<file path="src/rtl/asg_pkg.sv">
// Shared definitions for the multi-target radar pulse scheduler:
// parameter defaults, sweep FSM encoding and the target-slot record.
package asg_pkg;

   localparam int SIZE_DEF    = 3200;
   localparam int NUM_TGT_DEF = 8;
   localparam int RANGE_W_DEF = 12;
   localparam int WIDTH_W_DEF = 4;

   typedef enum logic {
      IDLE  = 1'b0,
      SWEEP = 1'b1
   } state_t;

   // One target slot; field widths follow the package defaults
   typedef struct packed {
      logic                   en;
      logic [RANGE_W_DEF-1:0] rangeStart;
      logic [WIDTH_W_DEF-1:0] pulseWidth;
   } tgt_entry_t;

endpackage

</file>
<file path="src/rtl/asg_mt_scheduler_if.sv">
// Configuration and output bundle of the scheduler. The bench drives it
// through the master modport, the scheduler sits on the slave modport.
interface asg_mt_scheduler_if #(
   parameter int NUM_TGT = 8,
   parameter int RANGE_W = 12,
   parameter int WIDTH_W = 4
);
   logic                       RADAR_TRIG_PE;
   logic                       USEC_PE;
   logic                       CFG_WE;
   logic [$clog2(NUM_TGT)-1:0] CFG_ADDR;
   logic                       CFG_EN;
   logic [RANGE_W-1:0]         CFG_RANGE;
   logic [WIDTH_W-1:0]         CFG_WIDTH;
   logic                       CFG_COMMIT;
   logic                       CFG_PENDING;
   logic                       SWEEP_ACTIVE;
   logic [NUM_TGT-1:0]         TGT_HIT;
   logic                       GEN_SIGNAL;

   modport master (
      output RADAR_TRIG_PE, USEC_PE, CFG_WE, CFG_ADDR, CFG_EN,
             CFG_RANGE, CFG_WIDTH, CFG_COMMIT,
      input  CFG_PENDING, SWEEP_ACTIVE, TGT_HIT, GEN_SIGNAL
   );

   modport slave (
      input  RADAR_TRIG_PE, USEC_PE, CFG_WE, CFG_ADDR, CFG_EN,
             CFG_RANGE, CFG_WIDTH, CFG_COMMIT,
      output CFG_PENDING, SWEEP_ACTIVE, TGT_HIT, GEN_SIGNAL
   );
endinterface

</file>
<file path="src/rtl/asg_mt_window.sv">
// Per-slot range window: the slot hits while the sweep counter lies in
// [rangeStart, rangeStart+pulseWidth). The end point is one bit wider
// than the range field so a window near the top of the range never wraps.
module asg_mt_window #(
   parameter int RANGE_W = 12,
   parameter int WIDTH_W = 4,
   parameter int CNT_W   = 12
) (
   input  logic               i_active,
   input  logic               i_en,
   input  logic [RANGE_W-1:0] i_rangeStart,
   input  logic [WIDTH_W-1:0] i_pulseWidth,
   input  logic [CNT_W-1:0]   i_cnt,
   output logic               o_hit
);

   localparam int CMP_W = (CNT_W > RANGE_W + 1) ? CNT_W : RANGE_W + 1;

   logic [RANGE_W:0]   w_end;
   logic [CMP_W-1:0]   w_cnt;
   logic [CMP_W-1:0]   w_start;
   logic [CMP_W-1:0]   w_stop;

   assign w_end   = {1'b0, i_rangeStart} + (RANGE_W+1)'(i_pulseWidth);
   assign w_cnt   = CMP_W'(i_cnt);
   assign w_start = CMP_W'(i_rangeStart);
   assign w_stop  = CMP_W'(w_end);

   // Truncation at sweep end falls out naturally: the counter never
   // passes SIZE-1, so the tail of a long window is simply never reached
   assign o_hit = i_active && i_en && (i_pulseWidth != '0) &&
                  (w_cnt >= w_start) && (w_cnt < w_stop);

endmodule

</file>
<file path="src/rtl/asg_mt_scheduler.sv">
// Multi-target pulse scheduler. A trigger starts a sweep counted in
// microsecond ticks; each enabled slot raises its hit line while the count
// sits inside its window. Configuration goes into a shadow table and is
// copied to the active table only on a trigger, so a running sweep is
// never disturbed by reconfiguration.
module asg_mt_scheduler
   import asg_pkg::*;
#(
   parameter int SIZE    = SIZE_DEF,
   parameter int NUM_TGT = NUM_TGT_DEF,
   parameter int RANGE_W = RANGE_W_DEF,
   parameter int WIDTH_W = WIDTH_W_DEF
) (
   input  logic              SYS_CLK,
   input  logic              SYS_RESETN,
   asg_mt_scheduler_if.slave bus
);

   localparam int               CNT_W = $clog2(SIZE);
   localparam logic [CNT_W-1:0] LAST  = CNT_W'(SIZE - 1);

   state_t             r_state;
   state_t             w_stateNext;
   logic [CNT_W-1:0]   r_cnt;
   logic [CNT_W-1:0]   w_cntNext;
   logic               w_sweepActive;
   logic               r_pending;
   tgt_entry_t         r_shadow [NUM_TGT];
   tgt_entry_t         r_active [NUM_TGT];
   logic [NUM_TGT-1:0] w_hit;
   logic [NUM_TGT-1:0] r_hit;
   logic               r_gen;
   logic               w_applyCommit;

   assign w_applyCommit = bus.RADAR_TRIG_PE && r_pending;

   // Sweep state and tick counter register
   always_ff @(posedge SYS_CLK or negedge SYS_RESETN) begin
      if (!SYS_RESETN) begin
         r_state <= IDLE;
         r_cnt   <= '0;
      end else begin
         r_state <= w_stateNext;
         r_cnt   <= w_cntNext;
      end
   end

   // Next state: a trigger always (re)starts the sweep, even on a tick
   always_comb begin
      w_stateNext = r_state;
      w_cntNext   = r_cnt;
      if (bus.RADAR_TRIG_PE) begin
         w_stateNext = SWEEP;
         w_cntNext   = '0;
      end else if (r_state == SWEEP && bus.USEC_PE) begin
         if (r_cnt == LAST) begin
            w_stateNext = IDLE;
            w_cntNext   = '0;
         end else begin
            w_cntNext = r_cnt + 1'b1;
         end
      end
   end

   // FSM outputs
   always_comb begin
      w_sweepActive = (r_state == SWEEP);
   end

   // Commit flag: armed by a commit, consumed by the next trigger
   always_ff @(posedge SYS_CLK or negedge SYS_RESETN) begin
      if (!SYS_RESETN) begin
         r_pending <= 1'b0;
      end else if (w_applyCommit) begin
         r_pending <= 1'b0;
      end else if (bus.CFG_COMMIT) begin
         r_pending <= 1'b1;
      end
   end

   // Shadow writes and shadow-to-active copy; a same-cycle write and copy
   // both land, the copy taking the shadow contents from before the write
   always_ff @(posedge SYS_CLK or negedge SYS_RESETN) begin
      if (!SYS_RESETN) begin
         for (int i = 0; i < NUM_TGT; i++) begin
            r_shadow[i] <= '0;
            r_active[i] <= '0;
         end
      end else begin
         if (bus.CFG_WE) begin
            r_shadow[bus.CFG_ADDR] <= '{en:         bus.CFG_EN,
                                        rangeStart: bus.CFG_RANGE,
                                        pulseWidth: bus.CFG_WIDTH};
         end
         if (w_applyCommit) begin
            r_active <= r_shadow;
         end
      end
   end

   for (genvar g = 0; g < NUM_TGT; g++) begin : gWin
      asg_mt_window #(
         .RANGE_W (RANGE_W),
         .WIDTH_W (WIDTH_W),
         .CNT_W   (CNT_W)
      ) u_window (
         .i_active     (w_sweepActive),
         .i_en         (r_active[g].en),
         .i_rangeStart (r_active[g].rangeStart),
         .i_pulseWidth (r_active[g].pulseWidth),
         .i_cnt        (r_cnt),
         .o_hit        (w_hit[g])
      );
   end

   // Registered hit outputs, one cycle behind the counter
   always_ff @(posedge SYS_CLK or negedge SYS_RESETN) begin
      if (!SYS_RESETN) begin
         r_hit <= '0;
         r_gen <= 1'b0;
      end else begin
         r_hit <= w_hit;
         r_gen <= |w_hit;
      end
   end

   assign bus.CFG_PENDING  = r_pending;
   assign bus.SWEEP_ACTIVE = w_sweepActive;
   assign bus.TGT_HIT      = r_hit;
   assign bus.GEN_SIGNAL   = r_gen;

endmodule

</file>
<file path="src/flat_wrapper.sv">
// flat-port wrapper written by rule: the top's interface ports become plain ports
module asg_mt_scheduler_flat import asg_pkg::*;
#(
   parameter int SIZE    = SIZE_DEF,
   parameter int NUM_TGT = NUM_TGT_DEF,
   parameter int RANGE_W = RANGE_W_DEF,
   parameter int WIDTH_W = WIDTH_W_DEF
)
  (SYS_CLK, SYS_RESETN, bus_RADAR_TRIG_PE, bus_USEC_PE, bus_CFG_WE, bus_CFG_ADDR, bus_CFG_EN, bus_CFG_RANGE, bus_CFG_WIDTH, bus_CFG_COMMIT, bus_CFG_PENDING, bus_SWEEP_ACTIVE, bus_TGT_HIT, bus_GEN_SIGNAL);
  asg_mt_scheduler_if #(.NUM_TGT(NUM_TGT), .RANGE_W(RANGE_W), .WIDTH_W(WIDTH_W)) bus_i ();
  input  logic SYS_CLK;
  input  logic SYS_RESETN;
  input wire logic [$bits(bus_i.RADAR_TRIG_PE)-1:0] bus_RADAR_TRIG_PE;
  input wire logic [$bits(bus_i.USEC_PE)-1:0] bus_USEC_PE;
  input wire logic [$bits(bus_i.CFG_WE)-1:0] bus_CFG_WE;
  input wire logic [$bits(bus_i.CFG_ADDR)-1:0] bus_CFG_ADDR;
  input wire logic [$bits(bus_i.CFG_EN)-1:0] bus_CFG_EN;
  input wire logic [$bits(bus_i.CFG_RANGE)-1:0] bus_CFG_RANGE;
  input wire logic [$bits(bus_i.CFG_WIDTH)-1:0] bus_CFG_WIDTH;
  input wire logic [$bits(bus_i.CFG_COMMIT)-1:0] bus_CFG_COMMIT;
  output wire logic [$bits(bus_i.CFG_PENDING)-1:0] bus_CFG_PENDING;
  output wire logic [$bits(bus_i.SWEEP_ACTIVE)-1:0] bus_SWEEP_ACTIVE;
  output wire logic [$bits(bus_i.TGT_HIT)-1:0] bus_TGT_HIT;
  output wire logic [$bits(bus_i.GEN_SIGNAL)-1:0] bus_GEN_SIGNAL;
  assign bus_i.RADAR_TRIG_PE = bus_RADAR_TRIG_PE;
  assign bus_i.USEC_PE = bus_USEC_PE;
  assign bus_i.CFG_WE = bus_CFG_WE;
  assign bus_i.CFG_ADDR = bus_CFG_ADDR;
  assign bus_i.CFG_EN = bus_CFG_EN;
  assign bus_i.CFG_RANGE = bus_CFG_RANGE;
  assign bus_i.CFG_WIDTH = bus_CFG_WIDTH;
  assign bus_i.CFG_COMMIT = bus_CFG_COMMIT;
  assign bus_CFG_PENDING = bus_i.CFG_PENDING;
  assign bus_SWEEP_ACTIVE = bus_i.SWEEP_ACTIVE;
  assign bus_TGT_HIT = bus_i.TGT_HIT;
  assign bus_GEN_SIGNAL = bus_i.GEN_SIGNAL;
  asg_mt_scheduler #(.SIZE(SIZE), .NUM_TGT(NUM_TGT), .RANGE_W(RANGE_W), .WIDTH_W(WIDTH_W)) u_core (.SYS_CLK(SYS_CLK), .SYS_RESETN(SYS_RESETN), .bus(bus_i));
endmodule
</file>
<file path="config.mk">
export PLATFORM = sky130hd
export DESIGN_NAME = asg_mt_scheduler_flat
export DESIGN_NICKNAME = d
export VERILOG_FILES = /design/src/rtl/asg_pkg.sv /design/src/rtl/asg_mt_scheduler_if.sv /design/src/rtl/asg_mt_window.sv /design/src/rtl/asg_mt_scheduler.sv /design/src/flat_wrapper.sv
export SDC_FILE = /design/constraint.sdc
export NUM_CORES = 1
export LEC_CHECK = 0
export CORE_UTILIZATION = 31
export CTS_CLUSTER_DIAMETER = 150
export CTS_CLUSTER_SIZE = 24
export DETAILED_ROUTE_END_ITERATION = 10
export SKIP_CTS_REPAIR_TIMING = 1
export SYNTH_ARGS = -nofsm -noshare
export SYNTH_HDL_FRONTEND = slang
export SYNTH_SLANG_ARGS = --single-unit
</file>
<file path="constraint.sdc">
create_clock -name SYS_CLK -period 4.8 [get_ports SYS_CLK]
set_input_delay 0.72 -clock SYS_CLK [delete_from_list [all_inputs] [get_ports SYS_CLK]]
set_output_delay 0.72 -clock SYS_CLK [all_outputs]
set_load 0.02 [all_outputs]
</file>
Word level (Yosys, flattened, before mapping)
Index checks and enable logic that the tools add are counted.
{"block": "totals", "register_bits": 295, "in_bits": 26, "out_inout_bits": 11, "wordCells": 141}
{"block": "op_classes", "addsub": 9, "magnitude_cmp": 18, "eq_ne": 1, "mux": 11, "bitwise_logic": 1, "n_reduce_logical": 48}
{"op": "$bwmux W136", "count": 1}
{"op": "$add A12 B4 Y13", "count": 8}
{"op": "$lt A12 B13 Y1", "count": 8}
{"op": "$ge A12 B12 Y1", "count": 8}
{"op": "$demux W17 S3", "count": 1}
{"op": "$mux W12", "count": 3}
{"op": "$logic_and A1 B1 Y1", "count": 35}
{"op": "$reduce_bool A4 Y1", "count": 8}
{"op": "$mux W17", "count": 1}
{"op": "$add A12 B1 Y12 const B", "count": 1}
{"op": "$eq A12 B12 Y1 const B", "count": 1}
{"op": "$reduce_or A8 Y1", "count": 1}
{"op": "$reduce_bool A2 Y1", "count": 3}
{"op": "$mux W1", "count": 5}
{"op": "$ge A4 B4 Y1 const B", "count": 1}
{"op": "$lt A4 B1 Y1 const B", "count": 1}
{"op": "$not A3 Y4", "count": 1}
{"op": "$reduce_and A2 Y1", "count": 1}

Depth between registers and ports, before layout
Gate-level depths: netlist (run 1).
{"block": "logic_depth", "word_depth": 6, "mapped_depth": 16, "depth_no_buf": 16}

By module
Synthesis (run 1) repeated with hierarchy kept, for this count alone.
{"block": "unflattened", "cells_unflattened": 1496, "hier_area_um2": 17646.9}
{"mod": "asg_mt_scheduler", "instances": 1, "cells_each": 664, "area_per_inst_um2": 11130.7, "seq_area_each_um2": 7382.1}
{"mod": "asg_mt_window", "instances": 8, "cells_each": 104, "area_per_inst_um2": 814.5, "seq_area_each_um2": 0.0}

Worst setup path after synthesis (run 1)
No wires, ideal clock.
{"block": "synth_timing", "path_type": "reg-to-reg", "start": "register u_core.r_active[21] (netlist bit)", "end": "register u_core.r_gen (netlist: u_core.bus.GEN_SIGNAL)", "setup_time_ns": 0.139, "arrival_ns": 3.135, "required_time_ns": 4.661, "slack_ns": 1.527, "path_stages_with_launch": 17, "n_path_buf": 0, "period_less_slack_ns": 3.273, "path_cell_list": "dfrtp_1 ha_1 inv_1 fa_1 nand2b_1 a21oi_1 and4_1 nand2_1 xnor2_1 ha_1 o21ai_0 o21ai_0 o311ai_0 a21boi_0 o21a_1 nand4bb_1 or4_1"}
{"block": "synth_between", "elab_chain_len": 4, "elab_cells_between_ends": 6, "cone_classes": "1 x add/sub; 2 x order compare; 3 x reduce/logical"}
{"element": "from (decl)", "line_no": "asg_mt_scheduler.sv:29", "text": "tgt_entry_t r_active [NUM_TGT];"}
{"element": "from (signal assigned)", "line_no": "asg_mt_scheduler.sv:96", "text": "r_active <= r_shadow;"}
{"element": "$add A12 B4 Y13 or $ge A12 B12 Y1 (tied branches)", "line_no": "asg_mt_window.sv:24, asg_mt_window.sv:32"}
{"element": "$lt A12 B13 Y1 or $logic_and A1 B1 Y1 (tied branches)", "line_no": "asg_mt_window.sv:32, asg_mt_window.sv:31"}
{"element": "$logic_and A1 B1 Y1 (*)", "line_no": "asg_mt_window.sv:32", "text": "(w_cnt >= w_start) && (w_cnt < w_stop);"}
{"element": "via u_core.gWin[6].u_window.o_hit", "line_no": "asg_mt_window.sv:14", "text": "output logic o_hit"}
{"element": "$reduce_or A8 Y1 (*)", "line_no": "asg_mt_scheduler.sv:123", "text": "r_gen <= |w_hit;"}
{"element": "to (signal assigned)", "line_no": "asg_mt_scheduler.sv:123"}
{"element": "to (decl)", "line_no": "asg_mt_scheduler.sv:32", "text": "logic r_gen;"}
The timed path passes the listed nets; every way through them passes the cells marked *.
A chain may end at the register's enable or synchronous reset.

Worst setup path after layout (run 1)
{"block": "layout_timing", "start": "register u_core.r_active[34] (netlist bit)", "end": "register u_core.r_gen (netlist: u_core.bus.GEN_SIGNAL)"}
{"block": "layout_between", "elab_chain_len": 5, "elab_cells_between_ends": 7, "cone_classes": "1 x add/sub; 1 x order compare; 5 x reduce/logical"}
{"element": "parallel branches: the longest is 3 deep, another holds $add A12 B4 Y13"}
{"element": "$logic_and A1 B1 Y1 (*)", "line_no": "asg_mt_window.sv:32"}
{"element": "via u_core.gWin[5].u_window.o_hit", "line_no": "asg_mt_window.sv:14"}
{"element": "$reduce_or A8 Y1 (*)", "line_no": "asg_mt_scheduler.sv:123"}
Mark *: on every way through the listed nets, which the timed path passes.

==> results of run 1 <==
[power groups by stage]
stage          clock [uW]  combinational (uW)  sequential, uW
5_1_grt              1620                3980            3860
4_1_cts              1540                3500            3750
2_1_floorplan           0                2730            3590
3_3_place_gp            0                3330            3770
3_5_place_dp            0                3470            3800
6_report             1480                3470            3750
[state kept, by name, indices dropped and copies added, names as in the netlist]
name / cells
u_core.r_active: 136
u_core.bus.SWEEP_ACTIVE: 1
u_core.bus.TGT_HIT: 8
u_core.bus.GEN_SIGNAL: 1
u_core.r_cnt: 12
u_core.bus.CFG_PENDING: 1
u_core.r_shadow: 136
[final cells by class]
type	count	area, sq um
Antenna cell	4	10.01
Clock buffer	17	425.4
Clock inverter	1	20.02
Fill cell	5560	36020
Inverter	118	442.9
Multi-Input combinational cell	1069	9478
Sequential cell	295	7382
Tap cell	748	935.9
Timing Repair Buffer	61	590.6
[metal layers]
| metal | vias to the layer above | wire length, um |
|---|---|---|
| met5 | - | 0 |
| met4 | 0 | 1087 |
| met3 | 60 | 1807 |
| met2 | 214 | 19460 |
| met1 | 5813 | 20890 |
| li1 | 5515 | - |
[layout by cell type (no fill, tap or decap), drive strengths merged, types with 3 or more instances in the layout]
master	Yosys	final
o2bb2ai	4	4
nor3b	5	5
xnor2	69	69
diode	0	4
o21bai	5	5
mux2	272	272
nor2	62	62
o21a	4	4
nand4b	4	4
and3	7	7
or4	8	8
nor2b	21	21
a2111oi	4	4
nand2	57	57
dfrtp	295	295
fa	8	8
nor3	19	19
a211oi	17	17
clkbuf	21	17
buf	8	26
inv	118	119
nand2b	18	18
and4	5	5
nand4	22	22
a21oi	74	74
a21o	17	17
xor2	20	20
clkdlybuf4s50	0	35
a31oi	5	5
o31ai	3	3
ha	217	217
o21ai	43	43
nor4	11	11
o211ai	5	5
nand3	35	35
[kinds of logic after synthesis]
kind of cell             synth area share
flip-flops                         0.4237
AND/OR/NAND/NOR                   0.08409
multiplexers                       0.1769
adder cells (fa/ha/maj)            0.1650
AO/OA/AOI/OAI                     0.07274
buffers and inverters             0.03282
XOR/XNOR                          0.04474
[worst max-delay path, cell delays in order (launching register included)]
cell and delay (ns):
sky130_fd_sc_hd__dfrtp_1 0.40, sky130_fd_sc_hd__ha_1 0.19, sky130_fd_sc_hd__inv_1 0.05, sky130_fd_sc_hd__fa_1 0.41, sky130_fd_sc_hd__nor2b_1 0.12, sky130_fd_sc_hd__o21ai_0 0.09, sky130_fd_sc_hd__nand2b_1 0.14, sky130_fd_sc_hd__nor3b_1 0.42
sky130_fd_sc_hd__nand3_1 0.15, sky130_fd_sc_hd__xnor2_1 0.15, sky130_fd_sc_hd__ha_1 0.29, sky130_fd_sc_hd__a2111oi_0 0.41, sky130_fd_sc_hd__o211a_1 0.23, sky130_fd_sc_hd__a311oi_1 0.05, sky130_fd_sc_hd__nor4_1 0.90, sky130_fd_sc_hd__or4_1 0.22
[metrics by stage]
stage	hold WS (ns)	power [uW]	setup slack, ns
2_1_floorplan	0.4244	6322	1.527
3_3_place_gp	0.4812	7103	0.4606
3_5_place_dp	0.4899	7266	0.5259
4_1_cts	0.2447	8787	0.4659
5_1_grt	0.2733	9460	0.2104
6_report	0.2015	8700	0.5223
[worst paths after layout]
path                                               endpoint  depth (start not counted)  slack, ns                        startpoint
max                         u_core.bus.GEN_SIGNAL$_DFF_PN0_                         15       0.52   u_core.r_active[34]$_DFFE_PN0P_
min                         u_core.r_shadow[40]$_DFFE_PN0P_                          1       0.20                        SYS_RESETN
max reg2reg                 u_core.bus.GEN_SIGNAL$_DFF_PN0_                         15       0.52   u_core.r_active[34]$_DFFE_PN0P_
min reg2reg                u_core.r_active[109]$_DFFE_PN0P_                          1       0.50  u_core.r_shadow[109]$_DFFE_PN0P_
max in group asynchronous   u_core.r_shadow[17]$_DFFE_PN0P_                          2       3.53                        SYS_RESETN
min in group SYS_CLK       u_core.r_active[109]$_DFFE_PN0P_                          1       0.50  u_core.r_shadow[109]$_DFFE_PN0P_
==> metrics.md, run 1 <==
| Metric | Value |
|---|---|
| Count of synthesis-stage warnings from yosys | 0 |
| Setup TNS | 0 ns |
| Count of maximum capacitance violations | 0 |
| Most frequent cells after synthesis | sky130_fd_sc_hd__dfrtp_1 (295), sky130_fd_sc_hd__mux2_2 (272), sky130_fd_sc_hd__ha_1 (217) |
| # placed instances | 2291 |
| Library cell occupying the most area in the post-synthesis netlist | sky130_fd_sc_hd__dfrtp_1 |
| Proportion of synthesized chip area in sequential cells | 0.4237 |
| Synth async-reset ratio | 1.000 |
| Floorplan die height | 239.1 um |
| Crit path capture type | flop |
| Worst slew margin relative to its limit | 0.2693 |
| First-pass GRT wire length | 68370 um |
| Number of vias in the routed layout | 11600 |
| Number of levels the H-tree was split into | 1 |
| Outcome | completed |
| Worst setup path category | flop to flop |
| Met3 layer usage reported by global route | 0.02148 |
| Boundary pin count | 37 |
| Dpl hpwl | 29840 um |
| Largest clock skew in the final design | 0.01490 ns |
| Data arrival time of the critical path | ~4.7 ns |
| Total CTS buffers | 16 |
| Number of enable flip-flop cells after synthesis | 0 |
| Initial Util | 0.3150 |
| Critical Path Fanout Max | 3 |
| Global Route Usage Sum | 0.1559 |
| Met1 capacity usage during global routing | 0.2218 |
| Max Root-Sink Buffers | 3 |
| DRC violation total after the first TritonRoute iteration | 611 |
| Final count of hold timing violations | 0 |
| Root Buffer Master | sky130_fd_sc_hd__clkbuf_16 |
| # DRC | 0 |
| Sum of routed wire length over all layers | 43240 um |
| Cell leakage power | 0.008830 uW |
| Internal power | 5528 uW |
| Pwr dens | 451.1 nW/um^2 |
| Data required, critical path | between 5 and 6 ns |
| Layout Nets | 1812 |
| Minimum clock period after layout | 4.278 ns |
| Unrepaired setup endpoints after global routing | no |
| Setup-failing EPs final | 0 |
| Instance count of the mapped netlist | 1511 |
| Clock input transition at the sequential cells of the worst setup and hold paths | 0.10 ns |
| Avg Vias per Cell | 5.016 |
| Port buffer count | 36 |
| Total die area | 57160 sq um |
| Maximum number of pins on one net before global-route repair | roughly 100 |
| Number of different library cells in the post-synthesis netlist | 64 |
| Hold Crit Class | input port to asynchronous set/reset pin |
| Fraction of layout instances using a drive strength above 1 | 0.2101 |
| Flip-flop and latch count after synthesis | ~300 |
| Fin area | 19280 sq um |
| Clock tree from TritonCTS | done |
| Core Rows | 86 |
| Total global routing overflow | 0 |
| Max Clk Rate | 0.2338 GHz |
| Proportion of power drawn by the clock network | 0.170 |
| Post-Syn Nets | about 1800 |
| Remaining number of nets flagged by the antenna check after routing | 0 |
| Most utilized layer in the global route result | met2 |
| Clock latency on the worst-skew pair | 0.53 ns |
| Critical Path Source Type | flop |
| Met2 capacity usage during global routing | 0.2453 |
| Final Max Tran Viols | 0 |
| Area of the placeable core | 55310 sq um |
| First-pass DRT Iterations | 5 |
| CTS sink count | 295 |
| Worst IR Drop VDD | between 0.2 and 0.25 mV |
| Dominant register cell in the synthesized netlist | sky130_fd_sc_hd__dfrtp_1 |
| Final instance count without filler cells | 2313 |
| Layout Area Growth over Synthesis | 10.68% |
| Post-DR wirelength/cell | 18.70 um |
| Part of the power in combinational logic | 0.399 |
| Post-Synthesis Cell Area | between 15000 and 20000 sq um |
| Number of global-route vias before repair | ~12000 |
| Post-route clock period utilization | 0.8912 |
| Placed cell area | about 19000 sq um |
| Die X | 239.1 um |
| Fraction of post-synthesis cell area in the top cell type by area | 0.4237 |
| Post-Synthesis Mean Instance Area | 11.53 sq um |
| Net switching component of the power | around 3200 uW |
| Share of power burned in registers | 0.431 |
| Net switching share of the total power | 0.3646 |
| RePlAce Congestion | 0.8522 |
| Most repeated cell in the gate-level netlist after synthesis | sky130_fd_sc_hd__dfrtp_1 |
| Worst Max-Slew Pin Slew | 1.096 ns |
| Initial antenna violation count | 4 |
| Fin util | 0.3487 |
| Leading cell types by total area after synthesis | sky130_fd_sc_hd__dfrtp_1 (42%), sky130_fd_sc_hd__mux2_2 (18%), sky130_fd_sc_hd__ha_1 (16%) |
Power figures use the tool's default switching activity.
==> inputs of run 2 (changes only) <==
--- a/config.mk
+++ b/config.mk
@@ -9,6 +9,7 @@
 export CTS_CLUSTER_DIAMETER = 150
 export CTS_CLUSTER_SIZE = 24
 export DETAILED_ROUTE_END_ITERATION = 10
+export MAX_ROUTING_LAYER = met4
 export SKIP_CTS_REPAIR_TIMING = 1
 export SYNTH_ARGS = -nofsm -noshare
 export SYNTH_HDL_FRONTEND = slang
==> metrics.md, run 2 (synthesis gave the netlist of run 1 again) <==
| Metric | Value |
|---|---|
| DRC violation total after the first TritonRoute iteration | 672 (+10%) |
| Initial Util | 0.3150 (unchanged) |
| Hold Crit Class | input port to asynchronous set/reset pin |
| Global Route Usage Sum | 0.1618 (+0.005952) |
| Final count of hold timing violations | 0 (unchanged) |
| First-pass GRT wire length | 68970 um (+0.87%) |
| Root Buffer Master | sky130_fd_sc_hd__clkbuf_16 |
| Minimum clock period after layout | 4.230 ns (-0.04783 ns) |
| Critical Path Source Type | flop |
| CTS sink count | 295 (unchanged) |
| Data arrival time of the critical path | 4.70 ns (-0.04 ns) |
| Avg Vias per Cell | 5.049 (+0.66%) |
| Commonest non-fill, non-tap cell in the layout | sky130_fd_sc_hd__dfrtp_1 |
| Clock input transition at the sequential cells of the worst setup and hold paths | 0.10 ns (about the same) |
| Fin area | 19270 sq um (about the same) |
| Pwr dens | 450.4 nW/um^2 (-0.16%) |
| Total die area | 57160 sq um (unchanged) |
| Initial antenna violation count | 5 (+1) |
| Post-route clock period utilization | 0.8812 (-0.009964) |
| Worst Max-Slew Pin Slew | 1.082 ns (-0.01425 ns) |
| Total global routing overflow | 0 (unchanged) |
| Number of levels the H-tree was split into | 1 (unchanged) |
| Number of vias in the routed layout | 11670 (+0.61%) |
| Post-DR wirelength/cell | 18.91 um (+1.1%) |
| Maximum number of pins on one net before global-route repair | 101 (-1.9%) |
| Total power consumption of the routed design | 8681 uW (-0.22%) |
| Setup TNS | 0 ns (unchanged) |
| Largest registers ranked by flip-flop count | u_core.r_active (136), u_core.r_shadow (136), u_core.r_cnt (12) |
| Crit path capture type | flop |
| Dpl hpwl | 30220 um (+1.3%) |
| Setup-failing EPs final | 0 (unchanged) |
| Die X | 239.1 um (unchanged) |
| Remaining number of nets flagged by the antenna check after routing | 0 (unchanged) |
| Core Rows | 86 (unchanged) |
| First-pass DRT Iterations | 4 (-1) |
| Sum of routed wire length over all layers | 43710 um (+1.1%) |
| Number of global-route vias before repair | 11990 (+1.6%) |
| Total CTS buffers | 16 (unchanged) |
| Worst slew margin relative to its limit | 0.2788 (+0.009503) |
| Max Root-Sink Buffers | 3 (unchanged) |
| Fraction of layout instances using a drive strength above 1 | 0.2101 (unchanged) |
| Critical Path Fanout Max | 3 (unchanged) |
| Count of maximum capacitance violations | 0 (unchanged) |
| Data required, critical path | 5.27 ns (about the same) |
| RePlAce Congestion | 0.8618 (+1.1%) |
| # DRC | 0 (unchanged) |
| Highest-count cells in the layout ignoring fill and taps | sky130_fd_sc_hd__dfrtp_1 (295), sky130_fd_sc_hd__mux2_2 (272), sky130_fd_sc_hd__ha_1 (217) |
| Boundary pin count | 37 (unchanged) |
| Final Max Tran Viols | 0 (unchanged) |
| Placed cell area | 18830 sq um (unchanged) |
| Unrepaired setup endpoints after global routing | no |
| Clock latency on the worst-skew pair | 0.53 ns (about the same) |
| Largest clock skew in the final design | 0.01852 ns (+0.003621 ns) |
| Worst IR Drop VDD | 0.2122 mV (+1.8%) |
| Layout Area Growth over Synthesis | 10.61% (about the same) |
| Area of the placeable core | 55310 sq um (unchanged) |
| Floorplan die height | 239.1 um (unchanged) |
| Layout Nets | 1812 (unchanged) |
| Max Clk Rate | 0.2364 GHz (+1.1%) |
| Outcome | completed |
| Cell leakage power | 0.008825 uW (about the same) |
| Port buffer count | 36 (unchanged) |
| Worst setup path category | flop to flop |
| Clock tree from TritonCTS | done |
run 2: cell count changes in the layout (fill, tap and decap cells not counted), sizes merged:
| cell | delta |
|---|---|
| diode | -1 |
| clkbuf | -1 |
| clkinv | +1 |
run 2: layer usage:
| layer | up-vias | track usage | part of all wire |
|---|---|---|---|
| li1 | 5498 | - | - |
| met1 | 5938 | 0.2203 | 0.49 |
| met2 | 187 | 0.2501 | 0.45 |
| met3 | 50 | 0.02298 | 0.039 |
| met4 | 0 | 0.04545 | 0.024 |
| met5 | - | - | 0 |
run 2: metrics by stage:
| stage | setup slack, ns | utilization | hold slack (ns) | instances |
|---|---|---|---|---|
| after detailed placement | 0.5627 | 0.3404 | 0.4870 | 2291 |
| after global placement | 0.4822 | 0.3404 | 0.4813 | 2291 |
| after global routing | 0.2517 | 0.3484 | 0.2442 | 2310 |
| after CTS | 0.5184 | 0.3483 | 0.2323 | 2309 |
| after floorplan | 1.527 | - | 0.4244 | 1511 |
| final | 0.5701 | 0.3485 | 0.2038 | 2312 |
run 2: worst max-delay path, cell delays in order (launching register included):
cell                        delay (ns)
sky130_fd_sc_hd__dfrtp_1          0.40
sky130_fd_sc_hd__ha_1             0.18
sky130_fd_sc_hd__inv_1            0.06
sky130_fd_sc_hd__fa_1             0.40
sky130_fd_sc_hd__nor2b_1          0.13
sky130_fd_sc_hd__o21ai_0          0.09
sky130_fd_sc_hd__nand2b_1         0.13
sky130_fd_sc_hd__nor3b_1          0.43
sky130_fd_sc_hd__nand3_1          0.15
sky130_fd_sc_hd__xnor2_1          0.15
sky130_fd_sc_hd__ha_1             0.28
sky130_fd_sc_hd__a2111oi_0        0.39
sky130_fd_sc_hd__o211a_1          0.22
sky130_fd_sc_hd__a311oi_1         0.05
sky130_fd_sc_hd__nor4_1           0.89
sky130_fd_sc_hd__or4_1            0.22
run 2: area by class of cell:
class                   instances  area [sq um]
well taps                     748         935.9
clock buffers                  16         400.4
diodes                          3         7.507
flip-flops and latches        295          7382
inverters                     118         442.9
repair buffers                 61         590.6
multi-input cells            1069          9478
clock inverters                 2         36.28
fillers                      5490         36030
run 2: final timing paths:
| check | slack (ns) | cells after the start | end | startpoint |
|---|---|---|---|---|
| max in group asynchronous | 3.48 | 2 | u_core.r_shadow[20]$_DFFE_PN0P_ | SYS_RESETN |
| hold / removal | 0.20 | 1 | u_core.r_active[36]$_DFFE_PN0P_ | SYS_RESETN |
| min in group SYS_CLK | 0.50 | 1 | u_core.r_active[68]$_DFFE_PN0P_ | u_core.r_shadow[68]$_DFFE_PN0P_ |
| setup / recovery | 0.57 | 15 | u_core.bus.GEN_SIGNAL$_DFF_PN0_ | u_core.r_active[34]$_DFFE_PN0P_ |
| setup reg to reg | 0.57 | 15 | u_core.bus.GEN_SIGNAL$_DFF_PN0_ | u_core.r_active[34]$_DFFE_PN0P_ |
| hold reg to reg | 0.50 | 1 | u_core.r_active[68]$_DFFE_PN0P_ | u_core.r_shadow[68]$_DFFE_PN0P_ |
run 2: report_power, final:
part	switching, uW	leakage [uW]	total (uW)	internal [uW]
logic	1740	0.00503	3470	1730
clock network	838	0.000214	1460	620
registers	599	0.00358	3750	3160
total	3180	0.00882	8680	5500
==> inputs of run 3 (changes only) <==
--- a/config.mk
+++ b/config.mk
@@ -5,6 +5,7 @@
 export SDC_FILE = /design/constraint.sdc
 export NUM_CORES = 1
 export LEC_CHECK = 0
+export CORE_MARGIN = 2
 export CORE_UTILIZATION = 31
 export CTS_CLUSTER_DIAMETER = 150
 export CTS_CLUSTER_SIZE = 24
==> metrics.md, run 3 (synthesis gave the netlist of run 1 again) <==
| Metric | Value |
|---|---|
| Commonest non-fill, non-tap cell in the layout | sky130_fd_sc_hd__dfrtp_1 |
| Initial antenna violation count | 7 (+2) |
| First-pass GRT wire length | 67940 um (-1.5%) |
| Fraction of layout instances using a drive strength above 1 | 0.2076 (-0.002538) |
| Boundary pin count | 37 (unchanged) |
| CP Launch Point | u_core.r_active[34]$_DFFE_PN0P_ |
| Data required, critical path | 5.26 ns (about the same) |
| Dpl hpwl | 29770 um (-1.5%) |
| Largest clock skew in the final design | 0.03363 ns (+0.01511 ns) |
| Layout Area Growth over Synthesis | 10.28% |
| Clock latency on the worst-skew pair | 0.55 ns (+0.02 ns) |
| Part of the power in combinational logic | 0.398 (-0.002) |
| Sum of routed wire length over all layers | 43390 um (-0.74%) |
| Internal power | 5493 uW (-0.18%) |
| Fin area | 19220 sq um (-0.30%) |
| Area of the placeable core | 55310 sq um (unchanged) |
| # placed instances | 2286 (-0.22%) |
| Launching point of the worst reg2reg path | u_core.r_active[34]$_DFFE_PN0P_ |
| Max Clk Rate | 0.2286 GHz (-3.3%) |
| Post-route clock period utilization | 0.9112 (+0.02998) |
| Number of vias in the routed layout | 11500 (-1.5%) |
| Endpoint of the worst setup timing path | u_core.bus.GEN_SIGNAL$_DFF_PN0_ |
| Initial Util | 0.3150 (unchanged) |
| Die X | 241.1 um (+0.84%) |
| Total CTS buffers | 16 (unchanged) |
| Post-DR wirelength/cell | 18.83 um (-0.39%) |
| Net switching share of the total power | 0.3671 (+0.0009327) |
| Core Rows | 86 (unchanged) |
| Critical Path Source Type | flop |
| Count of maximum capacitance violations | 0 (unchanged) |
| Final count of hold timing violations | 0 (unchanged) |
| Floorplan die height | 241.1 um (+0.84%) |
| Total area of sequential cells | 7382 sq um (unchanged) |
| Clock tree from TritonCTS | done |
| First-pass DRT Iterations | 5 (+1) |
| Root Buffer Master | sky130_fd_sc_hd__clkbuf_16 |
| RePlAce Congestion | 0.8314 (-3.5%) |
| Max Root-Sink Buffers | 3 (unchanged) |
| Number of global-route vias before repair | 11730 (-2.2%) |
| Multi-input gate area in the final layout | 9478 sq um (unchanged) |
| Number of cell instances on the worst register-to-register path | 15 (unchanged) |
| Largest registers ranked by flip-flop count | u_core.r_active (136), u_core.r_shadow (136), u_core.r_cnt (12) |
| Critical Path Fanout Max | 3 (unchanged) |
| R2r setup slk | 0.43 ns (-0.14 ns) |
| Final instance count without filler cells | 2304 (-0.35%) |
| Avg Vias per Cell | 4.989 (-1.2%) |
| Worst IR Drop VDD | 0.2274 mV (+7.1%) |
| Endpoint of the worst-slack reg-to-reg timing path | u_core.bus.GEN_SIGNAL$_DFF_PN0_ |
| Layout Nets | 1807 (-0.28%) |
| Hold Crit Class | input port to asynchronous set/reset pin |
| Total global routing overflow | 0 (unchanged) |
| Number of levels the H-tree was split into | 1 (unchanged) |
| Fin util | 0.3474 (-0.001040) |
| Net switching component of the power | 3185 uW (+0.22%) |
| Worst hold margin | 0.1420 ns (-0.06183 ns) |
| CTS sink count | 295 (unchanged) |
| Setup-failing EPs final | 0 (unchanged) |
| Highest-count cells in the layout ignoring fill and taps | sky130_fd_sc_hd__dfrtp_1 (295), sky130_fd_sc_hd__mux2_2 (272), sky130_fd_sc_hd__ha_1 (217) |
| Share of power burned in registers | 0.433 (about the same) |
| Final Max Tran Viols | 0 (unchanged) |
| Clock input transition at the sequential cells of the worst setup and hold paths | 0.10 ns (about the same) |
| Maximum number of pins on one net before global-route repair | 111 (+9.9%) |
| Cell leakage power | 0.008797 uW (-0.32%) |
| Worst setup path category | flop to flop |
| Minimum clock period after layout | 4.374 ns (+0.1439 ns) |
| Data arrival time of the critical path | 4.84 ns (+0.14 ns) |
| Placed cell area | 18780 sq um (-0.27%) |
| Port buffer count | 36 (unchanged) |
| Proportion of power drawn by the clock network | 0.169 (about the same) |
| Worst slew margin relative to its limit | 0.1624 (-0.1163) |
| # fillers | 5548 (+1.1%) |
| Inserted Diodes | 0 (-3) |
| Remaining number of nets flagged by the antenna check after routing | 0 (unchanged) |
| Unrepaired setup endpoints after global routing | no |
| Setup TNS | 0 ns (unchanged) |
| Pwr dens | 451.6 nW/um^2 (+0.27%) |
| Crit path capture type | flop |
| Worst Max-Slew Pin Slew | 1.256 ns (+0.1745 ns) |
| Total die area | 58120 sq um (+1.7%) |
| Outcome | completed |
| DRC violation total after the first TritonRoute iteration | 721 (+7.3%) |
| Global Route Usage Sum | 0.1577 (-0.004128) |
| # DRC | 0 (unchanged) |
-- run 3: layout make-up --
type	count	share of cell area
multi-input combinational	1069	0.4932
clock buffer	16	0.02084
tap	748	0.04870
sequential	295	0.3842
clock inverter	2	0.001888
timing repair buffer	56	0.02813
inverter	118	0.02305
-- run 3: stage by stage --
step,setup WS (ns),power (uW)
after floorplan,1.527,6322
after global placement,0.4124,7100
after detailed placement,0.5186,7271
after CTS,0.4488,8764
after global routing,0.05010,9434
final,0.4262,8678
-- run 3: power groups by stage --
stage	Combinational [uW]	Sequential, uW	Clock (uW)
2_1_floorplan	2730	3590	0
3_3_place_gp	3320	3780	0
3_5_place_dp	3460	3810	0
4_1_cts	3490	3760	1520
5_1_grt	3970	3860	1600
6_report	3460	3750	1470
-- run 3: worst min-delay path by stage --
stage	end	slack, ns	cells after the start
final	u_core.r_shadow[43]$_DFFE_PN0P_	0.14	1
after global routing	u_core.r_active[43]$_DFFE_PN0P_	0.21	1
after CTS	u_core.r_shadow[43]$_DFFE_PN0P_	0.18	1
after detailed placement	u_core.r_active[39]$_DFFE_PN0P_	0.49	1
after global placement	u_core.r_active[37]$_DFFE_PN0P_	0.48	1
after floorplan	u_core.bus.CFG_PENDING$_DFFE_PN0P_	0.42	0
-- run 3: critical path, stage by stage, from the launching register on --
cell	delay, ns
sky130_fd_sc_hd__dfrtp_1	0.39
sky130_fd_sc_hd__ha_1	0.18
sky130_fd_sc_hd__inv_1	0.06
sky130_fd_sc_hd__fa_1	0.41
sky130_fd_sc_hd__nor2b_1	0.12
sky130_fd_sc_hd__o21ai_0	0.08
sky130_fd_sc_hd__nand2b_1	0.15
sky130_fd_sc_hd__nor3b_1	0.44
sky130_fd_sc_hd__nand3_1	0.15
sky130_fd_sc_hd__xnor2_1	0.15
sky130_fd_sc_hd__ha_1	0.28
sky130_fd_sc_hd__a2111oi_0	0.40
sky130_fd_sc_hd__o211a_1	0.22
sky130_fd_sc_hd__a311oi_1	0.04
sky130_fd_sc_hd__nor4_1	1.01
sky130_fd_sc_hd__or4_1	0.23
-- run 3: routing by layer --
metal  wire (um)  track usage
met4        1208      0.04377
met1       21350       0.2174
met5           0            -
met3        1578      0.02070
met2       19250       0.2429
